===== src/rtl/clkgen_rst_seq.sv =====
// clkgen_rst_seq: PLL-lock-qualified, staged multi-channel reset release sequencer
module clkgen_rst_seq #(
  parameter int NUM_CH      = 2,
  parameter int LOCK_FILT   = 1024,
  parameter int STAGE_DLY   = 16,
  parameter int SYNC_STAGES = 2
) (
  input  logic              clk_i,
  input  logic              rst_i,
  input  logic              pll_locked_i,
  input  logic              ext_rst_ni,
  input  logic              sw_rst_req_i,
  output logic [NUM_CH-1:0] rst_n_o,
  output logic              ready_o,
  output logic [1:0]        state_o,
  output logic [7:0]        lock_loss_cnt_o
);
  localparam int MAXV = (LOCK_FILT > STAGE_DLY) ? LOCK_FILT : STAGE_DLY;
  localparam int CW   = $clog2(MAXV + 1);
  typedef enum logic [1:0] {WAIT_LOCK = 2'd0, RELEASE = 2'd1, RUN = 2'd2, HOLD = 2'd3} state_t;
  state_t                 state_q, state_d;
  logic [SYNC_STAGES-1:0] lock_sync_q, lock_sync_d, ext_sync_q, ext_sync_d;
  logic [CW-1:0]          cnt_q, cnt_d;
  logic [NUM_CH-1:0]      rst_n_q, rst_n_d;
  logic                   ready_q, ready_d;
  logic [7:0]             lcnt_q, lcnt_d;
  logic                   locked_s, ext_ok_s, fault;
  assign locked_s        = lock_sync_q[SYNC_STAGES-1];
  assign ext_ok_s        = ext_sync_q[SYNC_STAGES-1];
  assign fault           = !locked_s || !ext_ok_s || sw_rst_req_i;
  assign rst_n_o         = rst_n_q;
  assign ready_o         = ready_q;
  assign state_o         = state_q;
  assign lock_loss_cnt_o = lcnt_q;
  // One shared counter serves as lock filter, stage spacer and hold timer since those phases never overlap
  always_comb begin
    lock_sync_d = {lock_sync_q[SYNC_STAGES-2:0], pll_locked_i};
    ext_sync_d  = {ext_sync_q[SYNC_STAGES-2:0], ext_rst_ni};
    state_d     = state_q;
    cnt_d       = cnt_q;
    rst_n_d     = rst_n_q;
    ready_d     = ready_q;
    lcnt_d      = lcnt_q;
    case (state_q)
      WAIT_LOCK: begin
        if (fault) cnt_d = '0;
        else if (cnt_q == CW'(LOCK_FILT - 1)) begin
          cnt_d   = '0;
          rst_n_d = NUM_CH'(1);
          ready_d = (NUM_CH == 1);
          state_d = (NUM_CH == 1) ? RUN : RELEASE;
        end else cnt_d = cnt_q + CW'(1);
      end
      RELEASE, RUN: begin
        if (fault) begin
          cnt_d   = '0;
          rst_n_d = '0;
          ready_d = 1'b0;
          state_d = HOLD;
          if (!locked_s && lcnt_q != 8'hff) lcnt_d = lcnt_q + 8'd1;
        end else if (state_q == RELEASE) begin
          if (cnt_q == CW'(STAGE_DLY - 1)) begin
            cnt_d   = '0;
            rst_n_d = (rst_n_q << 1) | NUM_CH'(1);
            ready_d = rst_n_d[NUM_CH-1];
            state_d = rst_n_d[NUM_CH-1] ? RUN : RELEASE;
          end else cnt_d = cnt_q + CW'(1);
        end
      end
      default: begin
        if (fault) cnt_d = '0;
        else if (cnt_q == CW'(STAGE_DLY - 1)) begin
          cnt_d   = '0;
          state_d = WAIT_LOCK;
        end else cnt_d = cnt_q + CW'(1);
      end
    endcase
  end
  // State, counters, synchronisers and registered outputs
  always_ff @(posedge clk_i) begin
    if (rst_i) begin
      state_q     <= WAIT_LOCK;
      lock_sync_q <= '0;
      ext_sync_q  <= '0;
      cnt_q       <= '0;
      rst_n_q     <= '0;
      ready_q     <= 1'b0;
      lcnt_q      <= '0;
    end else begin
      state_q     <= state_d;
      lock_sync_q <= lock_sync_d;
      ext_sync_q  <= ext_sync_d;
      cnt_q       <= cnt_d;
      rst_n_q     <= rst_n_d;
      ready_q     <= ready_d;
      lcnt_q      <= lcnt_d;
    end
  end
endmodule


===== config.mk =====
export PLATFORM = sky130hd
export DESIGN_NAME = clkgen_rst_seq
export DESIGN_NICKNAME = d
export VERILOG_FILES = /design/src/rtl/clkgen_rst_seq.sv
export SDC_FILE = /design/constraint.sdc
export NUM_CORES = 1
export LEC_CHECK = 0
export BUFFER_PORTS_ARGS = -buffer_cell sky130_fd_sc_hd__buf_2
export CORE_AREA = 5 5 55 57
export DETAILED_ROUTE_END_ITERATION = 7
export DIE_AREA = 0 0 60 62
export GPL_ROUTABILITY_DRIVEN = 0
export HOLD_SLACK_MARGIN = 0.05
export PLACE_DENSITY = 0.8
export SYNTH_ARGS = -nofsm -noshare
export SYNTH_HDL_FRONTEND = slang
export SYNTH_SLANG_ARGS = --single-unit

===== constraint.sdc =====
create_clock -name clk_i -period 4.3 [get_ports clk_i]
set_input_delay 1.29 -clock clk_i [delete_from_list [all_inputs] [get_ports clk_i]]
set_output_delay 1.29 -clock clk_i [all_outputs]
set_load 0.1 [all_outputs]

# --- Word level (Yosys, flattened, before mapping) ---
# Index checks and enable logic that the tools add are counted.
totals:
  regBits: 28
  latch_bits: 0
  ramBits: 0
  romBits: 0
  inputBits: 5
  out_inout_bits: 13
  wordCells: 57
  mem_count: 0
classes:
  add_sub_neg: 2
  multipliers: 0
  div_mod_pow: 0
  order_cmp: 0
  eq_ne: 10
  shift: 0
  mux: 26
  n_bitwise: 0
  n_reduce_logical: 12
op_table:
  columns: ["op", "count"]
  rows:
  - ["$mux W11", 6]
  - ["$mux W2", 11]
  - ["$pmux W11 S2", 1]
  - ["$add A11 B1 Y11 const B", 1]
  - ["$eq A11 B10 Y1 const B", 1]
  - ["$eq A11 B4 Y1 const B", 1]
  - ["$add A8 B1 Y8 const B", 1]
  - ["$ne A8 B8 Y1 const B", 1]
  - ["$pmux W2 S2", 2]
  - ["$ne A3 B3 Y1 const B", 2]
  - ["$reduce_and A6 Y1", 1]
  - ["$mux W1", 5]
  - ["$reduce_and A5 Y1", 1]
  - ["$ne A2 B2 Y1 const B", 2]
  - ["$reduce_and A3 Y1", 1]
  - ["$reduce_bool A3 Y1", 1]
  - ["$eq A2 B1 Y1 const B", 1]
  - ["$eq A2 B2 Y1 const B", 1]
  - ["$logic_not A1 Y1", 2]
  - ["$logic_not A2 Y1", 1]
  - ["$logic_or A1 B1 Y1", 2]
  - ["$ne A2 B1 Y1 const B", 1]
  - ["$pmux W1 S2", 1]
  - ["$reduce_bool A2 Y1", 1]
  - ["2 further kinds", 2]

# --- Depth between registers and ports, before layout ---
# Gate-level depths: netlist of run 1.
logic_depth:
  depth_word: 5
  depth_mapped: 8
  depth_no_buf: 7

# --- Least setup slack after synthesis of run 1 ---
# OpenSTA, ideal clock, no wires.
synth_path:
  path_type: "flip-flop to flip-flop"
  from: "register state_q[1] (netlist: state_o[1])"
  to: "register cnt_q[9]"
  setup_ns: 0.074
  t_arrival_ns: 2.614
  required_time_ns: 4.226
  setup_slack_ns: 1.611
  path_stages_with_launch: 7
  path_buffers: 0
  period_less_slack_ns: 2.689
  path_cell_list: "dfxtp_1 -> inv_1 -> ha_1 -> nor3b_1 -> or3_4 -> or4_1 -> a31oi_1"
synth_via:
  elab_chain_len: 3
  word_cells_on_any_way: 6
  cone_classes: "eq/ne: 3; mux: 1; reduce/logical: 2"
synth_lines:
  columns: ["item", "line_no", "text"]
  rows:
  - ["start: declaration", "21", "state_t state_q, state_d;"]
  - ["start signal: assignment", "90", "state_q <= state_d;"]
  - ["$eq A2 B1 Y1 / $eq A2 B2 Y1 (equally long branches)", "44, 61", null]
  - ["$reduce_or A2 Y1", "44", "case (state_q)"]
  - ["$pmux W11 S2 / $ne A3 B3 Y1 (equally long branches)", null, null]
  - ["end signal: assignment", "93", "cnt_q <= cnt_d;"]
  - ["end: declaration", "23", "logic [CW-1:0] cnt_q, cnt_d;"]
# Several ways; a longest one is shown, not always the timed one.
# A chain may end at the register's enable or synchronous reset.

# --- Worst setup path in the final report of run 1 ---
layout_path:
  from: "input port sw_rst_req_i"
  to: "register cnt_q[9]"
layout_via:
  elab_chain_len: 3
  word_cells_on_any_way: 6
  cone_classes: "eq/ne: 1; mux: 4; reduce/logical: 1"
layout_lines:
  columns: ["item", "line_no", "text"]
  rows:
  - ["start: declaration", "12", "input logic sw_rst_req_i,"]
  - ["$logic_or A1 B1 Y1 *", "30", "assign fault = !locked_s || !ext_ok_s || sw_rst_req_i;"]
  - ["$mux W11, on equally long branches", "71, 46, 55", null]
  - ["$pmux W11 S2", "44", null]
# Every way passes the cells marked *; elsewhere a longest branch is shown, timed or not.

==> out/results.tsv, run 1 <==
metric	value	unit
Post-synth top cells	dfxtp_1, nor2_1, a21oi_1, nand2_1, nand3_1	
Layout Skew	9.45	ps
Mapped Area	1420	um^2
# diodes	0	
outcome	complete, no violations	
Starting Density	58.2	%
CTS buffer count	3	
number of cells upsized or downsized after cts	0	
Die X	60	um
Min Hold Slack	462	ps
total chip power	369	uW
async set-reset flop share out of synthesis	0	%
Cell Area, Placed	1500	um^2
Static Leak	0.551	nW
DRC violations left	0	
pwr/cell area	241	nW/um^2
CP startpoint kind	input port	
GRT Residual Overflow	0	
Seq/Total Area, Yosys	38.2	%
Vias/cell	6.19	
switching share of power	21.1	%
pin count of the biggest net entering global routing	30	
worst slack, placed	1140	ps
DIE HEIGHT	62	um
Root Buffer	clkbuf_4	
Fin. Hold Viols	0	
Area Growth Syn to Fin	8.13	%
Final Cell Area	1530	um^2
register-to-register setup slack	1850	ps
crit path capture	cnt_q[9]$_SDFFE_PP0P_	
first drt pass iteration count	4	
DRT antenna net count	0	
worst r2r src	state_o[0]$_SDFFE_PP0P_	
vias	1337	
first-pass GRT wire length	5.13	mm
number of flops mapped to enable cells by yosys	0	
Final period util	66.3	%
most numerous cell in the Yosys netlist	dfxtp_1	
Logic pwr share	2.3	%
# setup viols final	0	
Clock transition at path regs	140	ps
FP Rows	18	
Cell variety after synth	41	
io pins	18	
area leader, netlist	dfxtp_1	
register share of total power	68.4	%
Setup Fix Bufs, Post-CTS	0	
switching power total	78.0	uW
Slew Viols, Final	0	
peak supply drop	0.181	mV
# nets final	197	
register bit count reported by yosys	27	
WL final	2.95	mm
critical path type	input port to flip-flop	
Worst-Margin Slew	689	ps
initial antenna violation count	0	
reg-to-reg endpoint	cnt_q[9]$_SDFFE_PP0P_	
Hold WC Path Type	flip-flop to flip-flop	
core area	2430	um^2
per-cell routed wire length	13.7	um
Yosys warning count	0	
# hold bufs at CTS	0	
clock power share	29.3	%
Critical Path End Type	flip-flop	
WP data required	4550	ps
Worst Setup SP	sw_rst_req_i	
gr usage total	18.0	%
synth top area cells	dfxtp_1, nor2_1, ha_1, a21oi_1, nand3_1	
Iteration-0 DRC Markers	40	
max cap viols	0	
Max Clk Rate	351	MHz
post-synthesis net count	182	
post-synth top area share	38.2	%
Critical Path AT	3100	ps
unrepaired setup endpoints after global routing	no	
CP Max Fanout	14	
layout cell share with drive strength beyond 1	14.0	%
maximum clock path buffer count	2	
Sink Count	27	
Tmin final	2850	ps
Max transition margin	53.7	%
Skew-Pair Late Insertion Delay	330	ps
P_int	291	uW
# H-tree levels	1	
FF-to-FF path depth	7	
CTS tree	yes	
input/output buffers	17	
Synth Flop Type	dfxtp_1	
Syn Inst Count	172	
average cell area after synthesis	8.23	um^2
vias in the first global route	1207	
dpl hpwl	2.09	mm
setup total negative slack	0	ps
final setup margin	1450	ps
Die Area	3720	um^2
layout by cell type, fill, tap and decap left out, types with 5 or more instances in the layout:
cell type | netlist | layout
dfxtp_1 | 27 | 27
nor2_1 | 18 | 18
buf_2 | 0 | 17
nand3_1 | 12 | 12
nand2_1 | 12 | 12
a21oi_1 | 12 | 12
o21ai_0 | 9 | 9
inv_1 | 5 | 5
nand4_1 | 5 | 5
ha_1 | 5 | 5
routing by layer:
layer / share of wire (%) / wire [um] / GRT usage, % / vias up
met2: 48 / 1400 / 29.6 / 49
met1: 45 / 1340 / 22.8 / 623
met3: 5.0 / 148 / 1.86 / 4
met5: 0 / 0 / 0 / -
li1: - / - / - / 661
met4: 2.0 / 59 / 10.8 / 0
metrics by stage:
| stage | std cells | utilization [%] |
|---|---|---|
| floorplan | 172 | - |
| finish | 216 | 62.9 |
| detailed placement | 212 | 61.8 |
| CTS | 216 | 62.9 |
| global placement | 212 | 61.8 |
| global route | 216 | 62.9 |
power by group through the flow:
stage,logic (mW),registers (mW),clock network (mW)
finish,0.00857,0.253,0.108
global route,0.00954,0.253,0.127
CTS,0.00858,0.253,0.114
detailed placement,0.00849,0.258,0
global placement,0.00817,0.258,0
floorplan,0.00596,0.258,0
final cells by class:
type | instances | area, um^2
sequential | 27 | 541
multi-input combinational | 132 | 815
timing repair buffer | 18 | 92.6
clock buffer | 4 | 26.3
fill | 211 | 902
inverter | 5 | 18.8
tap | 30 | 37.5
kinds of logic after synthesis:
family	count (synthesis)	share of synthesized area (%)
AOI/OAI and AO/OA	37	16.1
buffers and inverters	13	4.24
muxes	2	1.41
xor gates and xnor gates	5	3.09
adders and majority gates	5	4.42
and+or+nand+nor	83	32.5
DFF	27	38.2
sequential cells by signal (all words and copies together), names as in the netlist:
register / count
lock_sync_q: 2
lock_loss_cnt_o: 8
rst_n_o: 2
cnt_q: 11
state_o: 2
ext_sync_q: 2
worst min path at each step:
stage / from / slack [ps] / endpoint / cells past startpoint
6_report: ext_sync_q[0]$_SDFF_PP0_ / 460 / ext_sync_q[1]$_SDFF_PP0_ / 1
5_1_grt: ext_sync_q[0]$_SDFF_PP0_ / 480 / ext_sync_q[1]$_SDFF_PP0_ / 1
4_1_cts: lock_sync_q[0]$_SDFF_PP0_ / 470 / lock_sync_q[1]$_SDFF_PP0_ / 1
3_5_place_dp: lock_sync_q[0]$_SDFF_PP0_ / 430 / lock_sync_q[1]$_SDFF_PP0_ / 1
3_3_place_gp: ext_sync_q[0]$_SDFF_PP0_ / 420 / ext_sync_q[1]$_SDFF_PP0_ / 1
2_1_floorplan: ext_sync_q[0]$_SDFF_PP0_ / 410 / ext_sync_q[1]$_SDFF_PP0_ / 1
critical path, cell delays in order:
cell	delay (ps)
buf_2	80
nand3b_1	370
nor3b_1	120
buf_4	200
or3_4	390
or4_1	510
a31oi_1	140
(Power assumes the default switching activity.)
==> run 2: changes to the inputs <==
CORE_AREA = 5 5 59 61   (was 5 5 55 57)
DIE_AREA = 0 0 64 66   (was 0 0 60 62)
PLACE_DENSITY = 0.73   (was 0.8)
clock period = 2.4 ns   (was 4.3 ns; I/O delays follow)
==> run 2 against run 1 <==
Global-route usage decreased by 2.7 points. Wire length up 0.71%. Sequential share of layout area down 1.1 points. First-iteration DRC count increased by 130%. Die area rose by 14%. Core utilization down 8.7 points. Non-clock buffer count grew 6. Cell area grew 3.7%. Via count is 2.0% lower. Worst hold slack lost 5.4 ps. Critical path type is now flip-flop to flip-flop. Cell count grew 4.2%.
==> out/results.tsv, run 2 (synthesis gave the netlist of run 1 again) <==
metric	value	unit
gr usage total	15.3	%
vias in the first global route	1248	
io pins	18	
# H-tree levels	1	
Top delay family on crit path	simple AND/OR/NAND/NOR gates	
per-cell routed wire length	13.2	um
# setup viols final	0	
Tmin final	2100	ps
CTS buffer count	3	
initial antenna violation count	0	
Max transition margin	65.0	%
FF-to-FF path depth	6	
Die Area	4220	um^2
maximum clock path buffer count	2	
hold path cells	1	
Vias/cell	5.82	
outcome	complete, no violations	
core area	2930	um^2
# hold bufs at CTS	0	
Die X	64	um
peak supply drop	0.336	mV
Static Leak	0.586	nW
pin count of the biggest net entering global routing	30	
WL final	2.97	mm
Clock transition at path regs	150	ps
CP Max Fanout	6	
Hold WC Path Type	flip-flop to flip-flop	
Starting Density	48.3	%
Max Clk Rate	477	MHz
Area Growth Syn to Fin	12.1	%
first-pass GRT wire length	5.28	mm
unrepaired setup endpoints after global routing	no	
Sink Count	27	
register with the most flip-flops	cnt_q	
slowest stage delay, CP	500	ps
input/output buffers	17	
CP startpoint kind	flip-flop	
layout cell share with drive strength beyond 1	18.2	%
Slew Viols, Final	0	
Worst-Margin Slew	525	ps
Root Buffer	clkbuf_4	
FP Rows	20	
slowest CP cell	or4_1	
DRT antenna net count	0	
setup total negative slack	0	ps
Layout Skew	1.20	ps
Fin. Hold Viols	0	
DRC violations left	0	
CP Cell Sequence	ha_1 -> and4b_4 -> and4_4 -> or3_4 -> or4_1 -> a31oi_1	
WP data required	2670	ps
Crit. path cell count	6	
CTS tree	yes	
max cap viols	0	
Critical Path AT	2370	ps
Final period util	87.4	%
max reg flops	11	
dpl hpwl	2.15	mm
Iteration-0 DRC Markers	90	
# nets final	203	
number of cells upsized or downsized after cts	0	
first drt pass iteration count	4	
commonest non-fill, non-tap cell in the layout	dfxtp_1	
vias	1310	
Setup Fix Bufs, Post-CTS	0	
GRT Residual Overflow	0	
Critical Path End Type	flip-flop	
DIE HEIGHT	66	um
Buf/Inv on CP	0	
pwr/cell area	429	nW/um^2
# diodes	0	
critical path type	flip-flop to flip-flop	
total chip power	680	uW
Skew-Pair Late Insertion Delay	330	ps
most frequent cells in the layout	dfxtp_1, nor2_1, buf_2	
## run 2: area by class of cell
class                   count  area (um^2)
inverters                   5         18.8
flip-flops and latches     27          543
multi-input cells         132          815
repair buffers             24          138
clock inverters             1         8.76
well taps                  33         41.3
fillers                   276         1340
clock buffers               3         22.5
## run 2: per-layer routing
metal  global-route usage (%)  routed length, um  vias to the layer above
met5                        0                  0                        -
met4                     3.90                 22                        0
met3                     4.25                133                        2
met2                     25.8               1460                       24
met1                     19.1               1350                      612
li1                         -                  -                      672
## run 2: final timing paths
path | from | endpoint | slack, ps
setup / recovery | cnt_q[0]$_SDFFE_PP0P_ | cnt_q[9]$_SDFFE_PP0P_ | 300
hold / removal | ext_sync_q[0]$_SDFF_PP0_ | ext_sync_q[1]$_SDFF_PP0_ | 460
setup reg to reg | cnt_q[0]$_SDFFE_PP0P_ | cnt_q[9]$_SDFFE_PP0P_ | 300
hold reg to reg | ext_sync_q[0]$_SDFF_PP0_ | ext_sync_q[1]$_SDFF_PP0_ | 460
## run 2: where the power goes
group	total [mW]	leakage (nW)	internal, mW	switching, mW
sequential	0.453	0.219	0.452	0.00112
clock	0.212	0.0183	0.0681	0.144
combinational	0.0158	0.349	0.00593	0.00988
total	0.680	0.586	0.526	0.155
## run 2: per-stage QoR
stage	hold WS, ps	setup slack (ps)	cell area [um^2]	instances	utilization (%)
after floorplan	414	65.5	1420	172	-
after global placement	418	205	1560	221	53.1
after detailed placement	428	162	1560	221	53.1
after CTS	460	293	1590	225	54.2
after global routing	466	136	1590	225	54.2
final	457	302	1590	225	54.2
